File: src/rtl/spi_reg_pkg.sv
`default_nettype none
// ============================================================================
//  Module      : spi_reg_pkg
//  Description : Shared constants and types for the SPI register target:
//                register address map, frame geometry and FSM state type.
//  Revision    : 1.0 - initial release
// ============================================================================
package spi_reg_pkg;

    // Register address map seen by the off-chip SPI controller
    localparam logic [6:0] ADDR_EN_OUT_LO = 7'h00;
    localparam logic [6:0] ADDR_EN_OUT_HI = 7'h01;
    localparam logic [6:0] ADDR_EN_PWM_LO = 7'h02;
    localparam logic [6:0] ADDR_EN_PWM_HI = 7'h03;
    localparam logic [6:0] ADDR_DUTY      = 7'h04;

    // Frame geometry: R/W bit, 7-bit address, 8-bit data
    localparam int FRAME_BITS = 16;

    // Bit counter stops here so an over-long frame can never wrap back to 16
    localparam logic [4:0] BIT_CNT_SAT = 5'd17;

    typedef enum logic [1:0] {
        IDLE   = 2'd0,
        SHIFT  = 2'd1,
        COMMIT = 2'd2
    } spi_state_t;

    // Address field of a received frame
    function automatic logic [6:0] frame_addr(input logic [15:0] frame);
        return frame[14:8];
    endfunction

endpackage : spi_reg_pkg
`default_nettype wire

File: src/rtl/sync_edge_det.sv
`default_nettype none
// ============================================================================
//  Module      : sync_edge_det
//  Description : Multi-flop synchronizer for one asynchronous input, with
//                optional rise/fall detection on the synchronized level.
//  Ports       : clk, rst_n   - system clock, async active-low reset
//                i_d          - asynchronous input pin
//                o_level      - synchronized level
//                o_rise/o_fall- one-clk pulses on synchronized edges
//  Revision    : 1.0 - initial release
// ============================================================================
module sync_edge_det #(
    parameter int   SYNC_STAGES = 2,
    parameter logic RST_VAL     = 1'b0,
    parameter bit   EDGE_DET    = 1'b1
) (
    input  logic clk,
    input  logic rst_n,
    input  logic i_d,
    output logic o_level,
    output logic o_rise,
    output logic o_fall
);

    logic [SYNC_STAGES-1:0] r_sync;

    // Reset preloads the idle level so leaving reset never fakes an edge
    always_ff @(posedge clk or negedge rst_n) begin
        if (!rst_n) begin
            r_sync <= {SYNC_STAGES{RST_VAL}};
        end else begin
            r_sync <= {r_sync[SYNC_STAGES-2:0], i_d};
        end
    end

    assign o_level = r_sync[SYNC_STAGES-1];

    generate
        if (EDGE_DET) begin : g_edge
            logic r_prev;

            always_ff @(posedge clk or negedge rst_n) begin
                if (!rst_n) begin
                    r_prev <= RST_VAL;
                end else begin
                    r_prev <= o_level;
                end
            end

            assign o_rise =  o_level & ~r_prev;
            assign o_fall = ~o_level &  r_prev;
        end else begin : g_level_only
            assign o_rise = 1'b0;
            assign o_fall = 1'b0;
        end
    endgenerate

endmodule : sync_edge_det
`default_nettype wire

File: src/rtl/spi_peripheral.sv
`default_nettype none
// ============================================================================
//  Module      : spi_peripheral
//  Description : Write-only SPI mode-0 target. Receives 16-bit frames
//                (R/W, 7-bit address, 8-bit data, MSB first) oversampled in
//                the clk domain and writes five 8-bit control registers.
//  Ports       : clk, rst_n          - system clock, async active-low reset
//                sclk, copi, ncs     - asynchronous SPI pins
//                en_reg_out_7_0 .. pwm_duty_cycle - registers at addr 0..4
//                wr_strobe           - one-clk pulse when a write commits
//  Revision    : 1.0 - initial release
// ============================================================================
module spi_peripheral
    import spi_reg_pkg::*;
#(
    parameter int SYNC_STAGES = 2,
    parameter int MAX_ADDR    = 4
) (
    input  logic       clk,
    input  logic       rst_n,
    input  logic       sclk,
    input  logic       copi,
    input  logic       ncs,
    output logic [7:0] en_reg_out_7_0,
    output logic [7:0] en_reg_out_15_8,
    output logic [7:0] en_reg_pwm_7_0,
    output logic [7:0] en_reg_pwm_15_8,
    output logic [7:0] pwm_duty_cycle,
    output logic       wr_strobe
);

    localparam logic [6:0] c_max_addr = 7'(MAX_ADDR);

    // ------------------------------------------------------------------
    // Input synchronizers
    // ------------------------------------------------------------------
    logic w_sclk_level, w_sclk_rise, w_sclk_fall_unused;
    logic w_ncs_level,  w_ncs_rise,  w_ncs_fall;
    logic w_copi_level, w_copi_rise_unused, w_copi_fall_unused;

    sync_edge_det #(
        .SYNC_STAGES (SYNC_STAGES),
        .RST_VAL     (1'b0),
        .EDGE_DET    (1'b1)
    ) u_sync_sclk (
        .clk     (clk),
        .rst_n   (rst_n),
        .i_d     (sclk),
        .o_level (w_sclk_level),
        .o_rise  (w_sclk_rise),
        .o_fall  (w_sclk_fall_unused)
    );

    sync_edge_det #(
        .SYNC_STAGES (SYNC_STAGES),
        .RST_VAL     (1'b1),
        .EDGE_DET    (1'b1)
    ) u_sync_ncs (
        .clk     (clk),
        .rst_n   (rst_n),
        .i_d     (ncs),
        .o_level (w_ncs_level),
        .o_rise  (w_ncs_rise),
        .o_fall  (w_ncs_fall)
    );

    // COPI is only sampled as a level; it travels the same number of
    // stages as SCLK so data set up before the SCLK rise stays aligned.
    sync_edge_det #(
        .SYNC_STAGES (SYNC_STAGES),
        .RST_VAL     (1'b0),
        .EDGE_DET    (1'b0)
    ) u_sync_copi (
        .clk     (clk),
        .rst_n   (rst_n),
        .i_d     (copi),
        .o_level (w_copi_level),
        .o_rise  (w_copi_rise_unused),
        .o_fall  (w_copi_fall_unused)
    );

    // sclk level itself is not needed beyond its edge detector
    logic w_sclk_level_unused;
    assign w_sclk_level_unused = w_sclk_level;

    // ------------------------------------------------------------------
    // FSM: state register / next-state / outputs
    // ------------------------------------------------------------------
    spi_state_t r_state;
    spi_state_t w_state_next;

    logic [15:0] r_shift;
    logic [4:0]  r_bit_cnt;
    logic        w_frame_ok;
    logic        w_shift_en;

    always_ff @(posedge clk or negedge rst_n) begin
        if (!rst_n) begin
            r_state <= IDLE;
        end else begin
            r_state <= w_state_next;
        end
    end

    always_comb begin
        w_state_next = r_state;
        case (r_state)
            IDLE:    if (w_ncs_fall) w_state_next = SHIFT;
            SHIFT:   if (w_ncs_rise) w_state_next = COMMIT;
            COMMIT:  w_state_next = IDLE;
            default: w_state_next = IDLE;
        endcase
    end

    // A frame commits only if it is exactly one full frame, a write, and
    // targets an implemented address.
    assign w_frame_ok = (r_bit_cnt == 5'(FRAME_BITS))
                      && r_shift[15]
                      && (frame_addr(r_shift) <= c_max_addr);

    always_comb begin
        wr_strobe  = 1'b0;
        w_shift_en = 1'b0;
        case (r_state)
            SHIFT:   w_shift_en = w_sclk_rise && !w_ncs_level;
            COMMIT:  wr_strobe  = w_frame_ok;
            default: begin
                wr_strobe  = 1'b0;
                w_shift_en = 1'b0;
            end
        endcase
    end

    // ------------------------------------------------------------------
    // Shift register and bit counter
    // ------------------------------------------------------------------
    always_ff @(posedge clk or negedge rst_n) begin
        if (!rst_n) begin
            r_shift   <= '0;
            r_bit_cnt <= '0;
        end else if (r_state == IDLE && w_ncs_fall) begin
            r_shift   <= '0;
            r_bit_cnt <= '0;
        end else if (w_shift_en) begin
            r_shift <= {r_shift[14:0], w_copi_level};
            if (r_bit_cnt != BIT_CNT_SAT) begin
                r_bit_cnt <= r_bit_cnt + 5'd1;
            end
        end
    end

    // ------------------------------------------------------------------
    // Control registers: only ever written in COMMIT, so each output
    // changes in a single clean step.
    // ------------------------------------------------------------------
    logic [7:0] r_en_out_lo, r_en_out_hi, r_en_pwm_lo, r_en_pwm_hi, r_duty;

    always_ff @(posedge clk or negedge rst_n) begin
        if (!rst_n) begin
            r_en_out_lo <= 8'h00;
            r_en_out_hi <= 8'h00;
            r_en_pwm_lo <= 8'h00;
            r_en_pwm_hi <= 8'h00;
            r_duty      <= 8'h00;
        end else if (wr_strobe) begin
            case (frame_addr(r_shift))
                ADDR_EN_OUT_LO: r_en_out_lo <= r_shift[7:0];
                ADDR_EN_OUT_HI: r_en_out_hi <= r_shift[7:0];
                ADDR_EN_PWM_LO: r_en_pwm_lo <= r_shift[7:0];
                ADDR_EN_PWM_HI: r_en_pwm_hi <= r_shift[7:0];
                ADDR_DUTY:      r_duty      <= r_shift[7:0];
                default:        ;
            endcase
        end
    end

    assign en_reg_out_7_0  = r_en_out_lo;
    assign en_reg_out_15_8 = r_en_out_hi;
    assign en_reg_pwm_7_0  = r_en_pwm_lo;
    assign en_reg_pwm_15_8 = r_en_pwm_hi;
    assign pwm_duty_cycle  = r_duty;

endmodule : spi_peripheral
`default_nettype wire

File: config.mk
export PLATFORM = sky130hd
export DESIGN_NAME = spi_peripheral
export DESIGN_NICKNAME = d
export VERILOG_FILES = /design/src/rtl/spi_reg_pkg.sv /design/src/rtl/sync_edge_det.sv /design/src/rtl/spi_peripheral.sv
export SDC_FILE = /design/constraint.sdc
export NUM_CORES = 1
export LEC_CHECK = 0
export CAP_MARGIN = 20
export CORE_MARGIN = 2
export CORE_UTILIZATION = 48
export CTS_CLUSTER_SIZE = 28
export DETAILED_ROUTE_END_ITERATION = 8
export GPL_TIMING_DRIVEN = 0
export PLACE_DENSITY = 0.75
export SLEW_MARGIN = 10
export SYNTH_ARGS = -nofsm -noshare
export SYNTH_HDL_FRONTEND = slang
export SYNTH_SLANG_ARGS = --single-unit
File: constraint.sdc
create_clock -name clk -period 2.05 [get_ports clk]
set_clock_uncertainty 0.05 [all_clocks]
set_input_delay 0.615 -clock clk [delete_from_list [all_inputs] [get_ports clk]]
set_output_delay 0.615 -clock clk [all_outputs]
set_load 0.03 [all_outputs]
==> impl_metrics.py, run 1 <==
metrics = {
    "status": {
        "status": "complete, but fails checks",
        "violations": "negative setup slack",
    },
    "cts": {
        "cts.sinks": 71,
        "cts_tree": "built",
        "cts_buffers": 9,
        "h-tree-depth": 3,
        "clockRootBuffer": "clkbuf_8",
        "clk_latency_ps": 350,
        "clk_pin_slew_ps": 80,
        "clk_path_buf_depth": 2,
    },
    "sta": {
        "worst_pin_slew_ps": 526,
        "finalHoldViolCount": 0,
        "holdWs_ps": 73.8,
        "grt_setup_unrepaired": "true",
        "finalSetupViolCount": 1,
        "setup_ws_ps": -243,
        "drv_slew": 0,
        "fmax_mhz": 436,
        "timing.slew.headroom_pct": 64.5,
        "tns_ps": -243,
        "fin_crit_sh_pct": 112,
        "period_minus_slack_ps": 2290,
    },
    "worst_hold_path": {
        "hold_path_class": "input pin to async pin",
    },
    "finish": {
        "stdcell_count": 366,
        "area_growth_syn_to_layout_pct": 32.0,
        "layout.nets": 294,
        "antennaDiodeCount": 0,
        "drive_above_1_share_pct": 27.8,
    },
    "place": {
        "port-buffer-count": 45,
        "dp.cells": 338,
        "place_congestion": 0.745,
        "dp_hpwl_mm": 3.88,
    },
    "drt": {
        "routed_via_density": 5.47,
        "dr.pass1.iters": 4,
        "vias": 2002,
        "first_iter_violations": 52,
        "wl_per_cell_um": 16.1,
        "drt_wl_total_mm": 5.90,
        "postRouteAntennaNets": 0,
        "route.detailed.drc": 0,
    },
    "synthesis": {
        "syn_area_mm2": 0.00295,
        "synth_area_leaders": "dfrtp_1, mux2_2, mux2_1",
        "synth_top_area_cell": "dfrtp_1",
        "syn_area_per_cell_um2": 13.6,
        "yosysWarnings": 0,
        "yosysSeqAreaShare_pct": 60.3,
        "syn-num-nets": 225,
        "synth-seq-cells": 71,
        "synth_edf_count": 0,
        "synth_top_area_share_pct": 57.7,
        "synthCells": 217,
        "synth_ff_type": "dfrtp_1",
        "async_flop_share_pct": 100,
        "ys_types": 31,
    },
    "setup_path": {
        "cp_cell_sequence": "inv_2 -> ha_4 -> nor4bb_4 -> buf_4 -> and4_4 -> buf_6",
        "critical_path_class": "register to output port",
        "crit_required_ps": 1380,
        "cp.arrival_ps": 1630,
        "start_kind": "register",
        "cp_slowest_cell": "dfrtp_1",
        "max_stage_delay_ps": 410,
        "crit_fanout": 2,
        "crit_path_end_kind": "output port",
    },
    "power_and_ir_drop": {
        "ir_drop_uv": 404,
        "power_density_mw_per_mm2": 698,
        "p_leak_nw": 2.30,
    },
    "global_routing": {
        "track_usage_pct": 19.4,
        "grt_overflow": 0,
        "grt_pass1_wl_mm": 9.53,
        "antenna_found_initial": 0,
        "grt_max_degree": 57,
        "grt_pass1_vias": 1957,
    },
    "job": {
        "maxCapViolations": 0,
    },
    "floorplan": {
        "start_util_pct": 49.9,
        "die_h_um": 82.4,
        "rows": 28,
        "die_area_mm2": 0.00679,
        "core_mm2": 0.00592,
        "io_pins": 46,
        "die_x_um": 82.4,
    },
}
[flip-flops by register name, indices dropped and copies added, names as in the netlist, 2 cells and up]
register            count
r_shift                16
u_sync_ncs.r_sync       2
pwm_duty_cycle          8
en_reg_pwm_7_0          8
en_reg_out_7_0          8
u_sync_sclk.r_sync      2
u_sync_copi.r_sync      2
r_state                 2
r_bit_cnt               5
en_reg_out_15_8         8
en_reg_pwm_15_8         8
[critical path: cells and delay by family, from the launching register on]
family,cells,cell delay [ps]
flip-flops,1,410
AND/OR/NAND/NOR,2,390
buffers and inverters,3,370
adder cells (fa/ha/maj),1,120
[cells by family after synthesis]
logic type                 count (synthesis)  share of synthesized area, %
AOI/OAI and AO/OA                         32                          5.89
adders and majority gates                  4                          1.61
buffers and inverters                     15                          1.99
DFF                                       71                          60.3
muxes                                     43                          16.3
and+or+nand+nor                           52                          13.9
[final timing paths]
kind,start,to,slack [ps],cells after the start
max in group asynchronous,rst_n,u_sync_ncs.r_sync[1],1290,2
hold reg to reg,u_sync_copi.r_sync[0],u_sync_copi.r_sync[1],300,0
min in group clk,u_sync_copi.r_sync[0],u_sync_copi.r_sync[1],300,0
setup / recovery,r_bit_cnt[1],wr_strobe,-240,6
hold / removal,rst_n,pwm_duty_cycle[0],70,1
setup reg to reg,r_state[1],r_bit_cnt[4],70,4
[placed cells by master, fill, tap and decap left out, types with 2 or more instances in the layout]
| master | synthesis | layout |
|---|---|---|
| ha_4 | 0 | 2 |
| clkdlybuf4s50_1 | 0 | 3 |
| buf_6 | 0 | 2 |
| inv_2 | 0 | 2 |
| mux2_2 | 26 | 26 |
| dlygate4sd2_1 | 0 | 18 |
| mux2_1 | 14 | 14 |
| inv_6 | 0 | 5 |
| nand2_1 | 12 | 12 |
| nand3_1 | 17 | 17 |
| mux2i_1 | 3 | 3 |
| dfstp_2 | 3 | 3 |
| nand4_4 | 5 | 5 |
| dfrtp_1 | 68 | 67 |
| buf_4 | 0 | 14 |
| a21oi_1 | 11 | 10 |
| dlymetal6s2s_1 | 0 | 22 |
| nor4b_4 | 1 | 2 |
| nor2_1 | 2 | 2 |
| nor4_1 | 2 | 2 |
| inv_1 | 5 | 3 |
| nor4b_1 | 4 | 4 |
| clkbuf_8 | 0 | 9 |
| o21ai_0 | 18 | 17 |
| clkbuf_1 | 7 | 7 |
[report_power, final]
group | switching, mW | total [mW] | leakage [nW] | internal [mW]
registers | 0.0289 | 1.46 | 0.965 | 1.43
logic | 0.123 | 0.227 | 1.24 | 0.104
clock network | 0.574 | 1.04 | 0.0916 | 0.462
total | 0.726 | 2.72 | 2.30 | 1.99
[layout make-up]
class / count / area, um2
Fill cell: 448 / 2030
Sequential cell: 71 / 1780
Multi-Input combinational cell: 131 / 1170
Timing Repair Buffer: 58 / 599
Clock buffer: 9 / 124
Tap cell: 75 / 93.8
Clock inverter: 7 / 60.1
Buffer: 10 / 50.0
Inverter: 5 / 18.8
[per-layer routing]
layer	vias up	part of all wire, %	GRT usage [%]	wire (um)
met5	-	0	0	0
met4	0	1.3	10.5	75
met3	9	4.9	3.26	290
met2	57	49	30.5	2910
met1	1003	45	25.6	2630
li1	933	-	-	-
[stage by stage]
stage	power, mW	setup slack (ps)	utilization, %	area (um2)
2_1_floorplan	1.55	-105	-	2960
3_3_place_gp	1.61	-2030	59.2	3510
3_5_place_dp	1.62	-753	59.6	3530
4_1_cts	2.73	-189	64.6	3830
5_1_grt	2.85	-306	65.8	3890
6_report	2.72	-243	65.8	3890
[cell usage after synthesis (3+ instances only)]
cell type,count
dfrtp_1,68
mux2_2,26
o21ai_0,18
nand3_1,17
mux2_1,14
nand2_1,12
a21oi_1,11
clkbuf_1,7
inv_1,5
nand4_4,5
nor4b_1,4
dfstp_2,3
ha_1,3
mux2i_1,3
[timing repair]
item,4_1_cts,5_1_grt
buffers inserted,13,2
cloned,0,0
pin swaps,3,3
hold buffers,0,0
endpoints found under the setup margin,35,32
resized for setup,34,26
(Power assumes the default switching activity.)
==> inputs of run 2 (changes only) <==
Settings changed: PLACE_DENSITY 0.75 to unset, PLACE_DENSITY_LB_ADDON set to 0.12, REMOVE_ABC_BUFFERS set to 1.
Clock period 2.05 ns to 2.1 ns, I/O delays scaled along.
==> impl_metrics.py, run 2 (synthesis gave the netlist of run 1 again) <==
metrics = {
    "finish": {
        "largest_reg_flops": 16,
        "stdcell_count": 354,
        "area_growth_syn_to_layout_pct": 28.5,
        "drive_above_1_share_pct": 26.5,
        "antennaDiodeCount": 0,
        "top_register": "r_shift",
        "layout_commonest_cell": "dfrtp_1",
        "final_cell_mix": "dfrtp_1, clkdlybuf4s50_1, mux2_2",
        "layout.nets": 282,
        "fin_util_pct": 64.1,
        "design_area_mm2": 0.00379,
    },
    "global_routing": {
        "grt_pass1_wl_mm": 9.83,
        "grt_max_degree": 38,
        "grt_overflow": 0,
        "antenna_found_initial": 0,
        "grt_pass1_vias": 1940,
        "track_usage_pct": 20.0,
    },
    "power_and_ir_drop": {
        "ir_drop_uv": 508,
        "clkPwrFrac_pct": 36.6,
        "switchingPower_mw": 0.637,
        "power_frac_comb_pct": 7.2,
        "p_seq_share_pct": 56.2,
        "p_leak_nw": 1.97,
        "p_int_mw": 1.89,
        "power_density_mw_per_mm2": 666,
        "p_total_mw": 2.53,
        "swShare_pct": 25.2,
    },
    "setup_path": {
        "cp.arrival_ps": 1530,
        "critical_path_class": "register to output port",
        "start_kind": "register",
        "crit_path_end_kind": "output port",
        "rr_worst_depth": 3,
        "crit_required_ps": 1420,
        "crit_fanout": 2,
        "reg2reg_setup_slack_ps": 120,
        "r2r_end": "r_bit_cnt[4]",
        "r2r-start": "r_state[1]",
    },
    "place": {
        "dp_hpwl_mm": 3.76,
        "post_dp_cell_area_mm2": 0.00351,
        "place_congestion": 0.712,
        "dp.cells": 330,
        "port-buffer-count": 45,
    },
    "worst_hold_path": {
        "hold_path_class": "input pin to async pin",
    },
    "status": {
        "violations": "negative setup slack",
        "status": "complete, but fails checks",
    },
    "drt": {
        "wl_per_cell_um": 16.5,
        "drt_wl_total_mm": 5.83,
        "route.detailed.drc": 0,
        "dr.pass1.iters": 4,
        "postRouteAntennaNets": 0,
        "vias": 1948,
        "first_iter_violations": 84,
        "routed_via_density": 5.50,
    },
    "cts": {
        "cts.sinks": 71,
        "clk_path_buf_depth": 2,
        "h-tree-depth": 3,
        "hold_buffers": 0,
        "clk_latency_ps": 340,
        "cts_buffers": 9,
        "cts_tree": "built",
        "clk_pin_slew_ps": 80,
        "clockRootBuffer": "clkbuf_8",
    },
    "sta": {
        "finalSetupViolCount": 1,
        "setup_ws_ps": -112,
        "fin_crit_sh_pct": 105,
        "period_minus_slack_ps": 2210,
        "finalHoldViolCount": 0,
        "grt_setup_unrepaired": "true",
        "worst_pin_slew_ps": 859,
        "timing.slew.headroom_pct": 42.5,
        "drv_slew": 0,
        "tns_ps": -112,
        "fmax_mhz": 452,
    },
    "job": {
        "maxCapViolations": 0,
    },
    "floorplan": {
        "rows": 28,
        "start_util_pct": 49.9,
        "io_pins": 46,
        "core_mm2": 0.00592,
        "die_x_um": 82.4,
        "die_area_mm2": 0.00679,
        "die_h_um": 82.4,
    },
}
## run 2: stage by stage
stage | worst slack [ps] | hold slack (ps)
finish | -112 | 187
CTS | -147 | 190
global route | -188 | 206
detailed placement | -788 | 286
floorplan | -1150 | 281
global placement | -2050 | 284
## run 2: repair_timing
item	CTS	global route
resized for setup	14	12
setup buffers	8	1
pin swaps	3	2
setup endpoints to repair	42	44
## run 2: how the worst max path moves through the flow
stage,from,to,slack [ps],cells after the start
final,r_state[0],wr_strobe,-110,3
after global routing,r_bit_cnt[0],wr_strobe,-190,5
after CTS,r_state[0],wr_strobe,-150,3
after detailed placement,r_state[0],wr_strobe,-790,3
after global placement,rst_n,en_reg_out_7_0[3],-2050,1
after floorplan,r_bit_cnt[0],wr_strobe,-1150,4
## run 2: cell type report
cell class	instances	area [um2]
fillers	458	2130
flip-flops and latches	71	1780
multi-input cells	131	1160
repair buffers	56	572
clock buffers	10	128
well taps	75	93.8
clock inverters	6	38.8
inverters	5	18.8
## run 2: power by group through the flow
| stage | Combinational [mW] | Clock (mW) | Sequential (mW) |
|---|---|---|---|
| after floorplan | 0.0606 | 0 | 1.45 |
| after global placement | 0.111 | 0 | 1.46 |
| after detailed placement | 0.122 | 0 | 1.46 |
| after CTS | 0.180 | 0.950 | 1.42 |
| after global routing | 0.208 | 1.02 | 1.42 |
| final | 0.182 | 0.926 | 1.42 |
## run 2: critical path, stage by stage, from the launching register on
cell and delay, ps:
dfrtp_4 510, nor4bb_4 300, and4_1 250, buf_6 140
## run 2: layer usage
metal / global-route usage (%) / up-vias / wire [um]
li1: - / 910 / -
met1: 26.2 / 997 / 2510
met2: 31.8 / 34 / 3040
met3: 5.22 / 7 / 197
met4: 8.00 / 0 / 80
met5: 0 / - / 0
==> inputs of run 3 (changes only) <==
Settings changed: CAP_MARGIN 20 to 40.
==> impl_metrics.py, run 3 (synthesis gave the netlist of run 1 again) <==
metrics = {
    "finish": {
        "multiInputGateArea_mm2": 0.00116,
        "largest_reg_flops": 16,
        "final_cell_mix": "dfrtp_1, clkdlybuf4s50_1, mux2_2",
        "fillCellCount": 473,
        "layout.nets": 282,
        "layout_commonest_cell": "dfrtp_1",
        "antennaDiodeCount": 0,
        "fin_util_pct": 63.9,
        "drive_above_1_share_pct": 26.5,
        "area_growth_syn_to_layout_pct": 28.1,
        "top_register": "r_shift",
        "stdcell_count": 354,
        "design_area_mm2": 0.00378,
        "ff_latch_area_mm2": 0.00178,
    },
    "power_and_ir_drop": {
        "p_seq_share_pct": 56.2,
        "power_frac_comb_pct": 7.2,
        "p_leak_nw": 1.89,
        "p_total_mw": 2.53,
        "clkPwrFrac_pct": 36.7,
        "switchingPower_mw": 0.641,
        "swShare_pct": 25.3,
        "p_int_mw": 1.89,
        "power_density_mw_per_mm2": 669,
        "ir_drop_uv": 437,
    },
    "drt": {
        "dr.pass1.iters": 4,
        "route.detailed.drc": 0,
        "wl_per_cell_um": 16.6,
        "routed_via_density": 5.55,
        "postRouteAntennaNets": 0,
        "drt_wl_total_mm": 5.88,
        "vias": 1963,
        "first_iter_violations": 94,
    },
    "worst_hold_path": {
        "hold_path_class": "input pin to async pin",
    },
    "floorplan": {
        "start_util_pct": 49.9,
        "die_area_mm2": 0.00679,
        "die_h_um": 82.4,
        "io_pins": 46,
        "die_x_um": 82.4,
        "rows": 28,
        "core_mm2": 0.00592,
    },
    "sta": {
        "worst_pin_slew_ps": 881,
        "finalSetupViolCount": 1,
        "finalHoldViolCount": 0,
        "drv_slew": 0,
        "grt_setup_unrepaired": "true",
        "fmax_mhz": 454,
        "period_minus_slack_ps": 2200,
        "setup_ws_ps": -105,
        "timing.slew.headroom_pct": 41.0,
        "fin_crit_sh_pct": 105,
        "holdWs_ps": 181,
        "tns_ps": -105,
    },
    "setup_path": {
        "reg2reg_setup_slack_ps": 110,
        "start_kind": "register",
        "cp_cell_sequence": "nor4bb_4 -> and4_1 -> buf_6",
        "crit_fanout": 2,
        "cp_slowest_cell": "dfrtp_4",
        "critical_path_class": "register to output port",
        "crit_path_end_kind": "output port",
        "cp.arrival_ps": 1520,
        "crit_required_ps": 1420,
        "max_stage_delay_ps": 510,
    },
    "global_routing": {
        "track_usage_pct": 19.8,
        "grt_pass1_vias": 1973,
        "grt_max_degree": 38,
        "antenna_found_initial": 0,
        "grt_overflow": 0,
        "grt_pass1_wl_mm": 9.80,
    },
    "place": {
        "place_congestion": 0.712,
        "dp.cells": 330,
        "port-buffer-count": 45,
        "dp_hpwl_mm": 3.78,
        "post_dp_cell_area_mm2": 0.00351,
        "place_ws_ps": -805,
    },
    "cts": {
        "clk_latency_ps": 340,
        "cts_buffers": 9,
        "clk_path_buf_depth": 2,
        "cts_tree": "built",
        "h-tree-depth": 3,
        "clk_pin_slew_ps": 80,
        "clockRootBuffer": "clkbuf_8",
        "cts.sinks": 71,
    },
    "job": {
        "maxCapViolations": 0,
    },
    "status": {
        "status": "complete, but fails checks",
        "violations": "negative setup slack",
    },
}
[run 3: changes by cell type in the layout (fill, tap and decap cells not counted)]
cell	before	now
clkdlybuf4s50_1	32	36
dlymetal6s2s_1	11	7
buf_4	11	10
buf_2	0	1
[run 3: power by group through the flow]
stage / combinational [mW] / sequential [mW] / clock, mW
after floorplan: 0.0606 / 1.45 / 0
final: 0.181 / 1.42 / 0.928
after global routing: 0.208 / 1.42 / 1.01
after global placement: 0.111 / 1.46 / 0
after detailed placement: 0.122 / 1.46 / 0
after CTS: 0.172 / 1.42 / 0.954
[run 3: final cells by class]
class	instances	share of cell area (%)
Tap cell	75	2.48
Timing Repair Buffer	56	14.8
Clock buffer	10	3.38
Inverter	5	0.496
Clock inverter	6	1.03
Multi-Input combinational cell	131	30.6
Sequential cell	71	47.2
[run 3: layer usage]
layer / vias to the layer above / wire [um] / GRT usage (%)
met5: - / 0 / 0
met4: 0 / 111 / 8.50
met3: 12 / 193 / 4.24
met2: 43 / 3070 / 33.1
met1: 999 / 2510 / 24.7
li1: 909 / - / -
[run 3: repair_timing]
item                       in CTS  in global routing
setup endpoints to repair      42                 13
gates resized for setup        13                  9
hold buffers                    0                  0
buffers inserted                7                  1
pin swaps                       3                  3
[run 3: path summary, 6_finish.rpt]
kind | startpoint | depth (start not counted) | endpoint
max reg2reg | r_state[0] | 5 | en_reg_out_7_0[6]
max in group asynchronous | rst_n | 2 | u_sync_ncs.r_sync[1]
min | rst_n | 1 | r_shift[4]
max | r_state[0] | 3 | wr_strobe
min in group clk | u_sync_copi.r_sync[0] | 0 | u_sync_copi.r_sync[1]
min reg2reg | u_sync_copi.r_sync[0] | 0 | u_sync_copi.r_sync[1]
[run 3: worst max-delay path, delay by kind of cell (launching register included)]
kind                   cells  cell delay [ps]
buffers and inverters      1              140
flip-flops                 1              510
AND/OR/NAND/NOR            2              540
